[src/rtl/alu_issue_seq.sv]
// Single-issue RV ALU sequencer: latches one instruction, reads a 32-entry register file,
// drives an external ALU for one cycle and holds the completion record until it is accepted.
module alu_issue_seq #(
  parameter int DATA_WIDTH = 64
) (
  input  logic                  clk,
  input  logic                  rst_n,
  input  logic                  instr_valid,
  input  logic [31:0]           instr,
  output logic                  instr_ready,
  output logic [DATA_WIDTH-1:0] alu_in1,
  output logic [DATA_WIDTH-1:0] alu_in2,
  output logic [3:0]            alu_func3,
  output logic [3:0]            alu_func7,
  input  logic [DATA_WIDTH-1:0] alu_c,
  input  logic                  alu_zero,
  input  logic                  alu_overflow,
  input  logic                  alu_sign,
  output logic                  res_valid,
  input  logic                  res_ready,
  output logic [4:0]            res_rd,
  output logic [DATA_WIDTH-1:0] res_data,
  output logic [3:0]            res_flags
);

  typedef enum logic [1:0] {
    IDLE = 2'd0,
    READ = 2'd1,
    EXEC = 2'd2,
    RESP = 2'd3
  } state_t;

  localparam logic [6:0]            OPC_OP  = 7'b0110011;
  localparam logic [6:0]            OPC_IMM = 7'b0010011;
  localparam logic [DATA_WIDTH-1:0] ZERO    = {DATA_WIDTH{1'b0}};

  state_t                  state_r;
  state_t                  state_s;
  logic [31:0]             instr_r;
  logic [DATA_WIDTH-1:0]   regs_r [32];
  logic [DATA_WIDTH-1:0]   alu_in1_r;
  logic [DATA_WIDTH-1:0]   alu_in2_r;
  logic [3:0]              alu_func3_r;
  logic [3:0]              alu_func7_r;
  logic                    illegal_r;
  logic [4:0]              res_rd_r;
  logic [DATA_WIDTH-1:0]   res_data_r;
  logic [3:0]              res_flags_r;

  logic                    accept_s;
  logic                    retire_s;
  logic [DATA_WIDTH-1:0]   rs1_val_s;
  logic [DATA_WIDTH-1:0]   rs2_val_s;
  logic [DATA_WIDTH-1:0]   imm_s;
  logic [DATA_WIDTH-1:0]   dec_in1_s;
  logic [DATA_WIDTH-1:0]   dec_in2_s;
  logic [3:0]              dec_f3_s;
  logic [3:0]              dec_f7_s;
  logic                    dec_illegal_s;

  // Ready is gated by rst_n so it is low for the whole reset cycle and high as soon as reset lifts.
  assign instr_ready = (state_r == IDLE) && rst_n;
  assign res_valid   = (state_r == RESP);
  assign accept_s    = instr_valid && instr_ready;
  assign retire_s    = (state_r == RESP) && res_ready;

  assign alu_in1   = alu_in1_r;
  assign alu_in2   = alu_in2_r;
  assign alu_func3 = alu_func3_r;
  assign alu_func7 = alu_func7_r;
  assign res_rd    = res_rd_r;
  assign res_data  = res_data_r;
  assign res_flags = res_flags_r;

  // State register
  always_ff @(posedge clk) begin
    if (!rst_n) begin
      state_r <= IDLE;
    end else begin
      state_r <= state_s;
    end
  end

  // Next-state logic
  always_comb begin
    state_s = state_r;
    case (state_r)
      IDLE: begin
        if (accept_s) state_s = READ;
        else          state_s = IDLE;
      end
      READ: state_s = EXEC;
      EXEC: state_s = RESP;
      RESP: begin
        if (res_ready) state_s = IDLE;
        else           state_s = RESP;
      end
      default: state_s = IDLE;
    endcase
  end

  // Register-file read ports and immediate extraction
  always_comb begin
    rs1_val_s = ZERO;
    rs2_val_s = ZERO;
    if (instr_r[19:15] != 5'd0) rs1_val_s = regs_r[instr_r[19:15]];
    else                        rs1_val_s = ZERO;
    if (instr_r[24:20] != 5'd0) rs2_val_s = regs_r[instr_r[24:20]];
    else                        rs2_val_s = ZERO;
    imm_s = {{(DATA_WIDTH-12){instr_r[31]}}, instr_r[31:20]};
  end

  // Decode: operands and ALU function of the latched instruction
  always_comb begin
    dec_in1_s     = ZERO;
    dec_in2_s     = ZERO;
    dec_f3_s      = 4'b0000;
    dec_f7_s      = 4'b0000;
    dec_illegal_s = 1'b0;
    case (instr_r[6:0])
      OPC_OP: begin
        dec_in1_s = rs1_val_s;
        dec_in2_s = rs2_val_s;
        dec_f3_s  = {1'b0, instr_r[14:12]};
        // instr[30] only selects sub / sra; on other funct3 codes it is ignored.
        if (instr_r[30] && ((instr_r[14:12] == 3'b000) || (instr_r[14:12] == 3'b101)))
          dec_f7_s = 4'b0100;
        else
          dec_f7_s = 4'b0000;
      end
      OPC_IMM: begin
        dec_in1_s = rs1_val_s;
        dec_in2_s = imm_s;
        dec_f3_s  = {1'b0, instr_r[14:12]};
        // Only srai uses the alternate function; addi with imm bit 10 set must still add.
        if (instr_r[30] && (instr_r[14:12] == 3'b101))
          dec_f7_s = 4'b0100;
        else
          dec_f7_s = 4'b0000;
      end
      default: begin
        dec_illegal_s = 1'b1;
      end
    endcase
  end

  // Instruction latch, ALU operand registers and completion record
  always_ff @(posedge clk) begin
    if (!rst_n) begin
      instr_r     <= 32'd0;
      alu_in1_r   <= ZERO;
      alu_in2_r   <= ZERO;
      alu_func3_r <= 4'b0000;
      alu_func7_r <= 4'b0000;
      illegal_r   <= 1'b0;
      res_rd_r    <= 5'd0;
      res_data_r  <= ZERO;
      res_flags_r <= 4'b0000;
    end else begin
      if (accept_s) begin
        instr_r <= instr;
      end
      if (state_r == READ) begin
        alu_in1_r   <= dec_in1_s;
        alu_in2_r   <= dec_in2_s;
        alu_func3_r <= dec_f3_s;
        alu_func7_r <= dec_f7_s;
        illegal_r   <= dec_illegal_s;
      end
      if (state_r == EXEC) begin
        res_rd_r <= instr_r[11:7];
        if (illegal_r) begin
          res_data_r  <= ZERO;
          res_flags_r <= 4'b1000;
        end else begin
          res_data_r  <= alu_c;
          res_flags_r <= {1'b0, alu_sign, alu_overflow, alu_zero};
        end
      end
    end
  end

  // Register file: written only when the completion record is accepted
  always_ff @(posedge clk) begin
    if (!rst_n) begin
      for (int i = 0; i < 32; i++) begin
        regs_r[i] <= ZERO;
      end
    end else if (retire_s && (res_rd_r != 5'd0) && !res_flags_r[3]) begin
      regs_r[res_rd_r] <= res_data_r;
    end
  end

endmodule

[config.mk]
export PLATFORM = sky130hd
export DESIGN_NAME = alu_issue_seq
export DESIGN_NICKNAME = d
export VERILOG_FILES = /design/src/rtl/alu_issue_seq.sv
export SDC_FILE = /design/constraint.sdc
export NUM_CORES = 2
export LEC_CHECK = 0
export CAP_MARGIN = 20
export CORE_UTILIZATION = 39
export CTS_BUF_LIST = sky130_fd_sc_hd__clkbuf_4 sky130_fd_sc_hd__clkbuf_8 sky130_fd_sc_hd__clkbuf_16
export DETAILED_ROUTE_END_ITERATION = 10
export GPL_TIMING_DRIVEN = 0
export SKIP_LAST_GASP = 1
export SLEW_MARGIN = 20
export SYNTH_ARGS = -nofsm -noshare
export SYNTH_HDL_FRONTEND = slang
export SYNTH_SLANG_ARGS = --single-unit
[constraint.sdc]
create_clock -name clk -period 8.94 [get_ports clk]
set_input_delay 1.788 -clock clk [delete_from_list [all_inputs] [get_ports clk]]
set_output_delay 1.788 -clock clk [all_outputs]
set_load 0.03 [all_outputs]
# Word-level counts from Yosys, hierarchy flattened
# Memories as Yosys holds them, arrays and structs flattened. A register that Yosys moved wholly into a read port is not among the register bits.
# Index checks and enable logic that the tools add are counted.
[totals]
register_bits = 244
in_bits = 103
ram_bits = 2048
elab_cells = 58
memories = 1
output_inout_bits = 211
[op_classes]
mux = 25
n_reduce_logical = 16
n_eq_ne = 6
[memory_table]
columns = ["memory", "depth", "width", "read_ports", "rd_clocked_by_memory_dff", "write_ports", "line_no", "rtl"]
rows = [
  ["regs_r", 32, 64, 2, 2, 32, "40", "logic [DATA_WIDTH-1:0] regs_r [32];"],
]
[op_table]
columns = ["op", "count"]
rows = [
  ["two-way mux 64 bit", 5],
  ["one-hot mux 64 bit (2 select lines)", 1],
  ["OR reduction 64 bit", 1],
  ["two-way mux 5 bit", 5],
  ["nonzero test 5 bit", 3],
  ["two-way mux 3 bit", 3],
  ["one-hot mux 2 bit (4 select lines)", 1],
  ["equality test 7 x 5 -> 1 bit (second input constant)", 1],
  ["equality test 7 x 6 -> 1 bit (second input constant)", 1],
  ["logical AND 1 bit", 7],
  ["two-way mux 1 bit", 7],
  ["one-hot mux 3 bit (2 select lines)", 1],
  ["equality test 2 bit (second input constant)", 2],
  ["two-way mux 4 bit", 1],
  ["equality test 3 bit (second input constant)", 1],
  ["logical NOT 3 bit", 1],
  ["equality test 2 x 1 -> 1 bit (second input constant)", 1],
  ["logical NOT 2 bit", 1],
  ["two-way mux 2 bit", 1],
  ["OR reduction 2 bit", 1],
  ["logical NOT 1 bit", 1],
  ["logical OR 1 bit", 1],
]

# Depth between registers and ports, before layout
[depth]
depth_word = 9
mapped_depth = 10
ltp_nobuf = 5

# Worst setup path before layout
# No wires, ideal clock.
[synth_timing]
path_type = "input to register"
startpoint = "in rst_n"
endpoint = "mem regs_r[28][0] (enable)"
arrival_time_ns = 7.290
setup_ns = 0.575
path_buffers = 2
path_stages = 6
t_required_ns = 8.365
slack_ns = 1.075
cell_sequence = "buf_2 inv_2 nor4_2 nand3b_2 buf_2 o21ai_0"
[synth_lines]
columns = ["element", "line_no", "rtl"]
rows = [
  ["start: declaration", "7", "input logic rst_n,"],
  ["end: declaration", "40", ""],
]

==> results.tsv <==
metric	value	unit
outcome	finished, final reports clean	
Yosys cell types	61	
DR WL/cell	43.70	µm
CP Launch Type	input port	
Total Wirelength	568.5	mm
CP cell instances	clkdlybuf4s50_1 -> nand3_1 -> nor3_2 -> nand3b_1 -> buf_2 -> nor2_4 -> clkbuf_1 -> and2_1	
routability cong.	0.9739	
reg2reg end	alu_in1[7]$_SDFFE_PN0N_	
DRT antenna net count	0	
GRT Resource Usage Total	37.11	%
kind of critical path	in -> reg	
Crit path largest cell delay	960	ps
crit path DAT	5970	ps
Hold Buf Count CTS	0	
hold depth	2	
number of core rows	200	
drt pass-1 iters	8	
Setup TNS	0	ps
maximum VDD drop	0.0001522	V
post_cts resized	0	
Fin. Hold Viols	0	
largest net degree at the start of global routing	32	
Chip Width	549.3	µm
# Max-Cap Violations	0	
cell area after synthesis	116800	µm²
most numerous cell in the Yosys netlist	edfxtp_1	
leakage power	48.63	nW
initial antenna violation count	81	
fin util	47.44	%
first-pass GRT wire length	738.5	mm
Yosys Warn Count	0	
# DRC	0	
Worst-Margin Slew	1431	ps
chip height	549.3	µm
maximum clock path buffer count	4	
slack of the worst reg-to-reg path	4250	ps
Buffers on Ports	308	
Core ar.	297500	µm²
Hold EP	res_flags[2]$_SDFFE_PN0P_	
# H-tree levels	5	
die area	301800	µm²
Seq/Total Area, Yosys	56.92	%
dominant cells by area after synthesis	edfxtp_1 53%, mux4_2 19%, and2_1 11%, dfxtp_1 4.3%, mux2i_1 2.8%	
FFs w/ async S/R, synth	0	%
vias in the first global route	81959	
HPWL Detailed	410.9	mm
pwr/cell area	198.6	nW/µm²
hold path startpoint	res_flags[2]$_SDFFE_PN0P_	
Vias per Instance	6.640	
# nets final	8845	
area grow syn2layout	20.81	%
Root Driver	clkbuf_16	
I/O pins	314	
Setup-failing EPs final	0	
cts bufs inserted	269	
First DRT Iteration DRCs	16410	
critical path fanouts, max	14	
Fin Clk Skew	73.25	ps
CTS tree	yes	
type of the worst min-delay path	reg -> reg	
EDFF count, synth	2048	
Avg Synthesized Cell Area	14.87	µm²
total gr overflow	0	
Starting Density	39.27	%
post-CTS setup buffer count	0	
Reg2Reg Depth	8	
synthesized flop and latch total	2298	
Primary FF master, synth	edfxtp_1	
Max Slew Vio Count	0	
crit end category	flop	
unrepaired setup endpoints after global routing	no	
Mapped Cells	7859	
slew margin rel.	4.591	%
top post-synthesis cells by count	2,048 x edfxtp_1, 1,989 x and2_1, 996 x mux4_2	
Max Freq	190.5	MHz
Tmin final	5250	ps
Worst-Skew Late Latency	920	ps
cell accounting for the most synthesized area	edfxtp_1	
vias	86382	
Fillers	25392	
final worst-path cycle share	58.73	%
clock-pin slew on the worst setup and hold paths	60	ps
layout cells sized above 1	24.36	%
Yosys top cell area share	52.64	%
slowest library cell on the worst path	clkbuf_1	
CP required	9660	ps
CTS sink cnt	2298	
[flip-flops by register name (all words and copies together), names as in the netlist, 2 cells and up, named ones only]
name / count
regs_r: 2048
alu_in1: 64
alu_in2: 64
res_data: 64
instr_r: 32
res_rd: 5
res_flags: 4
alu_func3: 3
state_r: 2
[layer usage]
| metal | GRT usage (%) | share of wire (%) |
|---|---|---|
| met1 | 43.07 | 33 |
| met2 | 52.55 | 42 |
| met3 | 16.54 | 16 |
| met4 | 30.93 | 9.6 |
| met5 | 0.8230 | 0.099 |
[worst max-delay path, delay by kind of cell]
| family | cells | cell delay, ps |
|---|---|---|
| AND/OR/NAND/NOR | 5 | 2070 |
| buffers and inverters | 3 | 2040 |
[how the worst max path moves through the flow]
| stage | startpoint | end | slack, ps | cells after the start |
|---|---|---|---|---|
| finish | res_ready | regs_r[22][38]$_SDFFCE_PN0P_ | 3690 | 8 |
| global route | res_ready | regs_r[6][42]$_SDFFCE_PN0P_ | 3890 | 8 |
| CTS | res_ready | regs_r[7][39]$_SDFFCE_PN0P_ | 3940 | 9 |
| detailed placement | res_ready | regs_r[7][39]$_SDFFCE_PN0P_ | 3010 | 9 |
| global placement | res_ready | regs_r[8][28]$_SDFFCE_PN0P_ | -8170 | 6 |
| floorplan | rst_n | regs_r[28][0]$_SDFFCE_PN0P_ | 1070 | 6 |
[power breakdown]
part	switching (mW)	internal (mW)	leakage [nW]	total [mW]
Sequential	0.256	12.0	23.1	12.3
Clock	4.80	6.78	4.51	11.6
Combinational	2.67	1.49	21.0	4.17
[placed cells by master (no fill, tap or decap), drive strengths merged, types with 3 or more instances in the layout]
master	Yosys	layout
a211oi	19	19
a22o	33	33
mux2i	321	321
a32o	11	11
o211ai	107	107
a22oi	72	72
nor4	6	6
nor2	64	64
nor3	39	39
nand3	85	85
o21ai	89	89
clkdlybuf4s50	0	308
buf	273	510
nand3b	72	72
inv	3	15
and2	1989	1989
mux4	996	996
o41ai	16	16
diode	0	121
dfxtp	250	250
conb	1	68
clkbuf	554	927
mux2	76	76
nor2b	98	98
or3	3	3
clkinvlp	0	7
a31oi	3	3
a221oi	52	52
clkinv	0	63
o22ai	78	78
nand2	385	385
edfxtp	2048	2048
nand2b	7	7
a21oi	81	81
bufinv	0	23
[cell type report]
class | count | area, µm² | share of cell area (%)
flip-flops and latches | 2298 | 66510 | 47.12
multi-input cells | 4798 | 47520 | 33.67
repair buffers | 545 | 9082 | 6.435
clock buffers | 373 | 7754 | 5.493
well taps | 3939 | 4928 | 3.492
plain buffers | 827 | 3776 | 2.675
clock inverters | 105 | 1269 | 0.8989
diodes | 121 | 302.8 | 0.2145
inverters | 3 | 11.26 | 0.007978
[stage by stage]
stage | std cells | power [mW] | hold slack (ps) | instance area, µm² | worst slack, ps
final | 13009 | 28.03 | 455.7 | 141100 | 3690
after global routing | 12924 | 28.29 | 466.7 | 140900 | 3895
after CTS | 12886 | 27.69 | 458.1 | 140800 | 3936
after detailed placement | 12408 | 16.42 | 446.9 | 131800 | 3007
after global placement | 12173 | 16.26 | 439.6 | 125100 | -8174
after floorplan | 7926 | 14.40 | 432.1 | 117100 | 1075
[logic make-up after synthesis]
group | count (synthesis) | share of synthesized area (%)
AOI/OAI and AO/OA | 574 | 3.380
buffers and inverters | 830 | 3.130
DFF | 2298 | 56.92
other | 1 | 0.003210
and+or+nand+nor | 2763 | 13.88
muxes | 1393 | 22.68
Note: power is estimated with default switching activity, not from simulation.
